### src/rtl/serial_mac_accum.sv
// Bit-serial keyed CRC-16 tag accumulator: frames MSB-first bits between sof/eof
// and emits one registered tag per completed frame; overlong frames raise err_len.
module serial_mac_accum #(
  parameter logic [15:0] POLY     = 16'h1021,
  parameter logic [15:0] KEY      = 16'hFFFF,
  parameter int unsigned MAX_BITS = 256
) (
  input  logic        clk,
  input  logic        reset,
  input  logic        bit_in,
  input  logic        bit_valid,
  input  logic        sof,
  input  logic        eof,
  output logic [15:0] mac,
  output logic        mac_valid,
  output logic        busy,
  output logic        err_len,
  output logic [8:0]  bit_count
);

  typedef enum logic [1:0] {
    ST_IDLE  = 2'd0,
    ST_ACCUM = 2'd1,
    ST_ERROR = 2'd2
  } state_t;

  localparam logic [8:0] MAX_CNT = 9'(MAX_BITS);

  function automatic logic [15:0] crc_step(input logic [15:0] crc, input logic b);
    logic fb;
    fb       = crc[15] ^ b;
    crc_step = {crc[14:0], 1'b0} ^ (fb ? POLY : 16'h0000);
  endfunction

  state_t      state_q,     state_d;
  logic [15:0] crc_q,       crc_d;
  logic [15:0] mac_q,       mac_d;
  logic        mac_valid_q, mac_valid_d;
  logic        busy_q,      busy_d;
  logic        err_len_q,   err_len_d;
  logic [8:0]  bit_count_q, bit_count_d;
  logic [15:0] stepped_s;
  logic        start_s;

  // Next-state and next-output computation for the framing FSM.
  always_comb begin
    state_d     = state_q;
    crc_d       = crc_q;
    mac_d       = mac_q;
    mac_valid_d = 1'b0;
    err_len_d   = err_len_q;
    bit_count_d = bit_count_q;
    start_s     = bit_valid & sof;
    // A start always reseeds from KEY, regardless of the running value.
    stepped_s   = crc_step(start_s ? KEY : crc_q, bit_in);

    case (state_q)
      ST_IDLE, ST_ERROR: begin
        if (start_s) begin
          crc_d       = stepped_s;
          bit_count_d = 9'd1;
          err_len_d   = 1'b0;
          state_d     = ST_ACCUM;
        end else begin
          state_d = state_q;
        end
      end
      ST_ACCUM: begin
        if (start_s) begin
          crc_d       = stepped_s;
          bit_count_d = 9'd1;
          err_len_d   = 1'b0;
          state_d     = ST_ACCUM;
        end else if (bit_valid) begin
          if (bit_count_q == MAX_CNT) begin
            err_len_d = 1'b1;
            state_d   = ST_ERROR;
          end else begin
            crc_d       = stepped_s;
            bit_count_d = bit_count_q + 9'd1;
            state_d     = ST_ACCUM;
          end
        end else begin
          state_d = ST_ACCUM;
        end
      end
      default: begin
        state_d = ST_IDLE;
      end
    endcase

    // An accepted eof bit closes the frame unless it just tripped the length limit.
    if (bit_valid && eof && (state_d == ST_ACCUM) && (start_s || state_q == ST_ACCUM)) begin
      mac_d       = crc_d;
      mac_valid_d = 1'b1;
      state_d     = ST_IDLE;
    end else begin
      mac_valid_d = 1'b0;
    end

    busy_d = (state_d == ST_ACCUM);
  end

  // State and output registers with synchronous reset overriding all inputs.
  always_ff @(posedge clk) begin
    if (reset) begin
      state_q     <= ST_IDLE;
      crc_q       <= KEY;
      mac_q       <= 16'h0000;
      mac_valid_q <= 1'b0;
      busy_q      <= 1'b0;
      err_len_q   <= 1'b0;
      bit_count_q <= 9'd0;
    end else begin
      state_q     <= state_d;
      crc_q       <= crc_d;
      mac_q       <= mac_d;
      mac_valid_q <= mac_valid_d;
      busy_q      <= busy_d;
      err_len_q   <= err_len_d;
      bit_count_q <= bit_count_d;
    end
  end

  assign mac       = mac_q;
  assign mac_valid = mac_valid_q;
  assign busy      = busy_q;
  assign err_len   = err_len_q;
  assign bit_count = bit_count_q;

endmodule

### config.mk
export PLATFORM = sky130hd
export DESIGN_NAME = serial_mac_accum
export DESIGN_NICKNAME = d
export VERILOG_FILES = /design/src/rtl/serial_mac_accum.sv
export SDC_FILE = /design/constraint.sdc
export NUM_CORES = 1
export LEC_CHECK = 0
export ABC_AREA = 1
export BUFFER_PORTS_ARGS = -buffer_cell sky130_fd_sc_hd__buf_4
export CORE_MARGIN = 2
export CORE_UTILIZATION = 40
export CTS_BUF_LIST = sky130_fd_sc_hd__clkbuf_2 sky130_fd_sc_hd__clkbuf_4 sky130_fd_sc_hd__clkbuf_8
export DETAILED_ROUTE_END_ITERATION = 16
export SYNTH_ARGS = -nofsm -noshare
export SYNTH_HDL_FRONTEND = slang
export SYNTH_SLANG_ARGS = --single-unit
### constraint.sdc
create_clock -name clk -period 2.4 [get_ports clk]
set_clock_uncertainty 0.05 [all_clocks]
set_input_delay 0.72 -clock clk [delete_from_list [all_inputs] [get_ports clk]]
set_output_delay 0.72 -clock clk [all_outputs]
set_load 0.03 [all_outputs]
; ---- Word level (Yosys, flattened, before mapping)
; Cells that the tools add are included.
[totals]
register_bits = 46
inputBits = 6
out_inout_bits = 28
word_cells = 53
[op_classes]
addsub = 1
n_eq_ne = 9
mux = 24
bitwise = 3
reduce_logical = 9
[op_table]
columns = op, count
row1 = 2-to-1 mux 16 bit, 5
row2 = 2-to-1 mux 9 bit, 4
row3 = one-hot mux 16 bit (2 select lines), 1
row4 = one-hot mux 9 bit (2 select lines), 1
row5 = XOR 16 x 13 -> 16 bit, 1
row6 = 2-to-1 mux 13 bit, 1
row7 = 2-to-1 mux 2 bit, 5
row8 = adder 9 x 1 -> 9 bit (second input constant), 1
row9 = equality test 9 bit (second input constant), 1
row10 = inequality test 3 bit (second input constant), 3
row11 = AND reduction 4 bit, 2
row12 = equality test 2 x 1 -> 1 bit (second input constant), 3
row13 = 2-to-1 mux 1 bit, 5
row14 = one-hot mux 2 bit (2 select lines), 1
row15 = logical AND 1 bit, 3
row16 = equality test 2 bit (second input constant), 1
row17 = logical NOT 2 bit, 1
row18 = inequality test 2 bit (second input constant), 1
row19 = one-hot mux 1 bit (2 select lines), 1
row20 = nonzero test 2 bit, 1
row21 = OR reduction 2 bit, 1
row22 = bitwise AND 1 bit, 1
row23 = logical OR 1 bit, 1
row24 = XOR 1 bit, 1

; ---- Logic depth before layout (Yosys ltp)
[logic_depth]
word_depth = 10
depth_mapped = 13
mapped_depth_nobuf = 13

; ---- Worst setup path after synthesis
; No wires, ideal clock.
[synth_timing]
path_kind = reg2reg
start = register bit_count_q[0], in the netlist bit_count[0]
end = register mac_q[10], in the netlist mac[10]
setup_ps = 109
t_arrival_ps = 1788
required_ps = 2241
slack_ps = 453
stages_incl_launch_ff = 13
path_buffers = 0
synth_period_minus_slack_ps = 1947
cell_sequence = dfxtp_1 inv_1 ha_1 nand2_1 nor2_1 nand2_1 nand3_1 inv_1 nand2_1 o211ai_1 nand3_1 nand2_1 inv_1
[synth_via]
elab_chain_len = 8
word_cells_on_any_way = 12
cone_classes = eq/ne: 2 / mux: 8 / reduce/logical: 2
[synth_lines]
columns = item, line
row1 = "start, declared", 41  ; logic [8:0] bit_count_q, bit_count_d;
row2 = "start signal, assigned", 121  ; bit_count_q <= bit_count_d;
row3 = equality test 9 bit (*), 75  ; if (bit_count_q == MAX_CNT) begin
row4 = 2-to-1 mux 2 bit, 75
row5 = 2-to-1 mux 2 bit, 74  ; end else if (bit_valid) begin
row6 = 2-to-1 mux 2 bit, 69  ; if (start_s) begin
row7 = one-hot mux 2 bit (2 select lines), 57  ; case (state_q)
row8 = equality test 2 x 1 -> 1 bit, 93  ; if (bit_valid && eof && (state_d == ST_ACCUM) && (start_s || state_q == ST_ACCUM)) begin
row9 = logical AND 1 bit (2 in series), 93
row10 = "end signal, assigned", 117  ; mac_q <= mac_d;
row11 = "end, declared", 37  ; logic [15:0] mac_q, mac_d;
; Mark *: on every way between the ends. The rest lies on a longest branch, timed or not.
; A chain may end at the register's enable or synchronous reset.

; ---- Worst setup path after layout
[layout_timing]
start = register bit_count_q[0], in the netlist bit_count[0]
end = register mac_q[8], in the netlist mac[8]
; The elaborated chain is that of the path after synthesis.

==> qor.yml <==
critical_path:
  crit_top_cell: "nand2_1"
  path_buf_inv: 3
  slowest_delay_ps: 370
  critPathLaunchType: "flip-flop"
  cp-end-kind: "flip-flop"
  critical_path_class: "flip-flop to flip-flop"
  required_ps: 2550
  worstPathArrival_ps: 2180
  cp_slowest_cell: "dfxtp_1"
  crit_family: "simple AND/OR/NAND/NOR gates"
  critPathMaxFanout: 8
  path_cells: "inv_1, ha_1, nand2_1, nor2_1, nand2_1, nand3_1, inv_1, nand2_1, o211ai_1, nand3_1, nand2_1, inv_1"
timing:
  period_needed_ps: 2029
  drv_slew: 0
  fmaxAchievable_ghz: 0.4928
  finalHoldViolCount: 0
  rsz0062_at_grt: "false"
  slew_headroom: 0.6702
  min_period_over_period: 0.8455
  final-setup-viol-count: 0
  hold_ws_ps: 427.1
  worstMarginPinSlew_ps: 491.0
  tns_ps: 0
layout:
  drive_gt1_frac: 0.1492
  fill_cells: 605
  nets: 390
  antenna_cells: 0
  syn_to_final_growth_pct: 17.88
die:
  start_util: 0.4193
  io_pins: 34
  die_width_um: 80.44
  placementRows: 27
  dieArea_um2: 6471
  fp.dieH_um: 80.44
  core_area_um2: 5574
cts:
  cts_root_buffer: "clkbuf_8"
  path_clk_slew_ps: 80
  cts_setup_buffers: 0
  cts_buffers: 5
  cts_max_path_buffers: 2
  cts_tree: "done"
  post_cts_resized: 0
  hold_buffers: 0
  htreeDepth: 2
  cts_sinks: 46
  clkLatencyLatePin_ps: 290
synth:
  avgSynthCellArea_um2: 6.736
  ys_seq_area_frac: 0.3940
  synth-compound-area-share: 0.1397
  synth-seq-cells: 46
  synthAdderAreaFrac: 0.01071
  ys_types: 28
  synth_mux_area_frac: 0
  synth_cells: 347
  async_reset_ff_frac: 0
  yosysMostFrequentCell: "nand2_1"
  synth_xor_area_frac: 0
  yosys.area.top_type_share: 0.3940
  synth_top_flop_cell: "dfxtp_1"
  synthTopCellsByCount: "65 x nand2_1, 52 x inv_1, 50 x nand3_1, 48 x nor2_1, 46 x dfxtp_1"
  yosysWarnings: 0
  synth_simple_gate_area_frac: 0.3410
  synth_nets: 355
  synth_area_um2: 2337
  synth_edf_count: 0
  yosys-top-cells-area: "dfxtp_1 39%, nand3_1 11%, nand2_1 10%, inv_1 8.4%, nor2_1 7.7%"
  synth_top_family_by_area: "simple AND/OR/NAND/NOR gates"
  synth_area_leader_cell: "dfxtp_1"
global_routing:
  first_global_vias: 2044
  grt_max_degree: 30
  gr-usage-all-layers: 0.1933
  antenna_found_initial: 0
  grt_overflow: 0
  grt_pass1_wl_mm: 9.763
placement:
  gp_congestion: 0.8551
  dp_hpwl_mm: 3.996
  place.port_buffers: 33
route:
  viasPerCell: 4.925
  ant_nets: 0
  wl_per_cell_um: 12.41
  routed_wl_mm: 5.634
  vias: 2236
  drt_iter0_drc: 202
  drc: 0
  drt_pass1_iterations: 4
min_path:
  hold_class: "flip-flop to flip-flop"
run:
  drv_cap: 0
power_and_ir_drop:
  powerDensity_nw_per_um2: 613.5
  p_leak_nw: 1.314
  vdd_drop_max_v: 0.0003298
run_status:
  status: "complete, no violations"
-- cell usage in the layout (no fill, tap or decap), types with 2 or more instances in the layout --
cell type and n:
nand2_1 65, inv_1 52, nand3_1 50, nor2_1 48
dfxtp_1 46, buf_4 38, o21ai_0 20, o211ai_1 13
a21oi_1 9, nand4_1 5, a211oi_1 5, nor3_1 5
clkbuf_8 5, nand2_2 4, clkinv_2 3, inv_2 2
ha_1 2
-- metal layers --
layer / global-route usage / up-vias / part of all wire
li1: - / 1192 / -
met1: 0.2730 / 1004 / 0.50
met2: 0.2992 / 35 / 0.45
met3: 0.03371 / 5 / 0.041
met4: 0.05932 / 0 / 0.0087
met5: 0 / - / 0
-- state kept, by name (all words and copies together), names as in the netlist --
register,count
crc_q,16
bit_count,9
err_len,1
state_q,2
busy,1
mac_valid,1
mac,16
-- kinds of logic after synthesis --
logic type	after synthesis
AND/OR/NAND/NOR	181
buffers and inverters	67
AO/OA/AOI/OAI	51
flip-flops	46
adder cells (fa/ha/maj)	2
-- path summary, 6_finish.rpt --
kind,start,end,slack [ps],depth (start not counted)
worst min register to register,err_len,err_len,430,2
worst max register to register,bit_count[0],mac[8],370,12
worst min-delay path,err_len,err_len,430,2
worst max-delay path,bit_count[0],mac[8],370,12
-- through the flow --
stage	total power, mW	util	std cells	setup slack, ps	area [um2]
floorplan	1.140	-	347	452.8	2337
global placement	1.255	0.4801	447	231.3	2676
detailed placement	1.256	0.4801	447	240.3	2676
CTS	1.706	0.4943	454	335.0	2755
global route	1.798	0.4943	454	126.9	2755
finish	1.690	0.4943	454	370.7	2755
-- layout make-up --
| cell class | count | area [um2] | share of cell area |
|---|---|---|---|
| clock buffer | 5 | 68.82 | 0.02498 |
| clock inverter | 2 | 10.01 | 0.003633 |
| inverter | 56 | 211.5 | 0.07675 |
| multi-input combinational | 234 | 1149 | 0.4169 |
| sequential | 46 | 920.9 | 0.3342 |
| tap | 72 | 90.09 | 0.03270 |
| timing repair buffer | 39 | 305.3 | 0.1108 |
-- worst min-delay path, delay by kind of cell (launching register included) --
kind           cells  cell delay [ps]
AO/OA/AOI/OAI      2              120
flip-flops         1              310
-- report_power, final --
group | switching [mW] | total [mW] | internal [mW]
combinational | 0.259 | 0.390 | 0.131
sequential | 0.0321 | 0.849 | 0.817
clock | 0.255 | 0.451 | 0.196
Power figures use the tool's default switching activity.
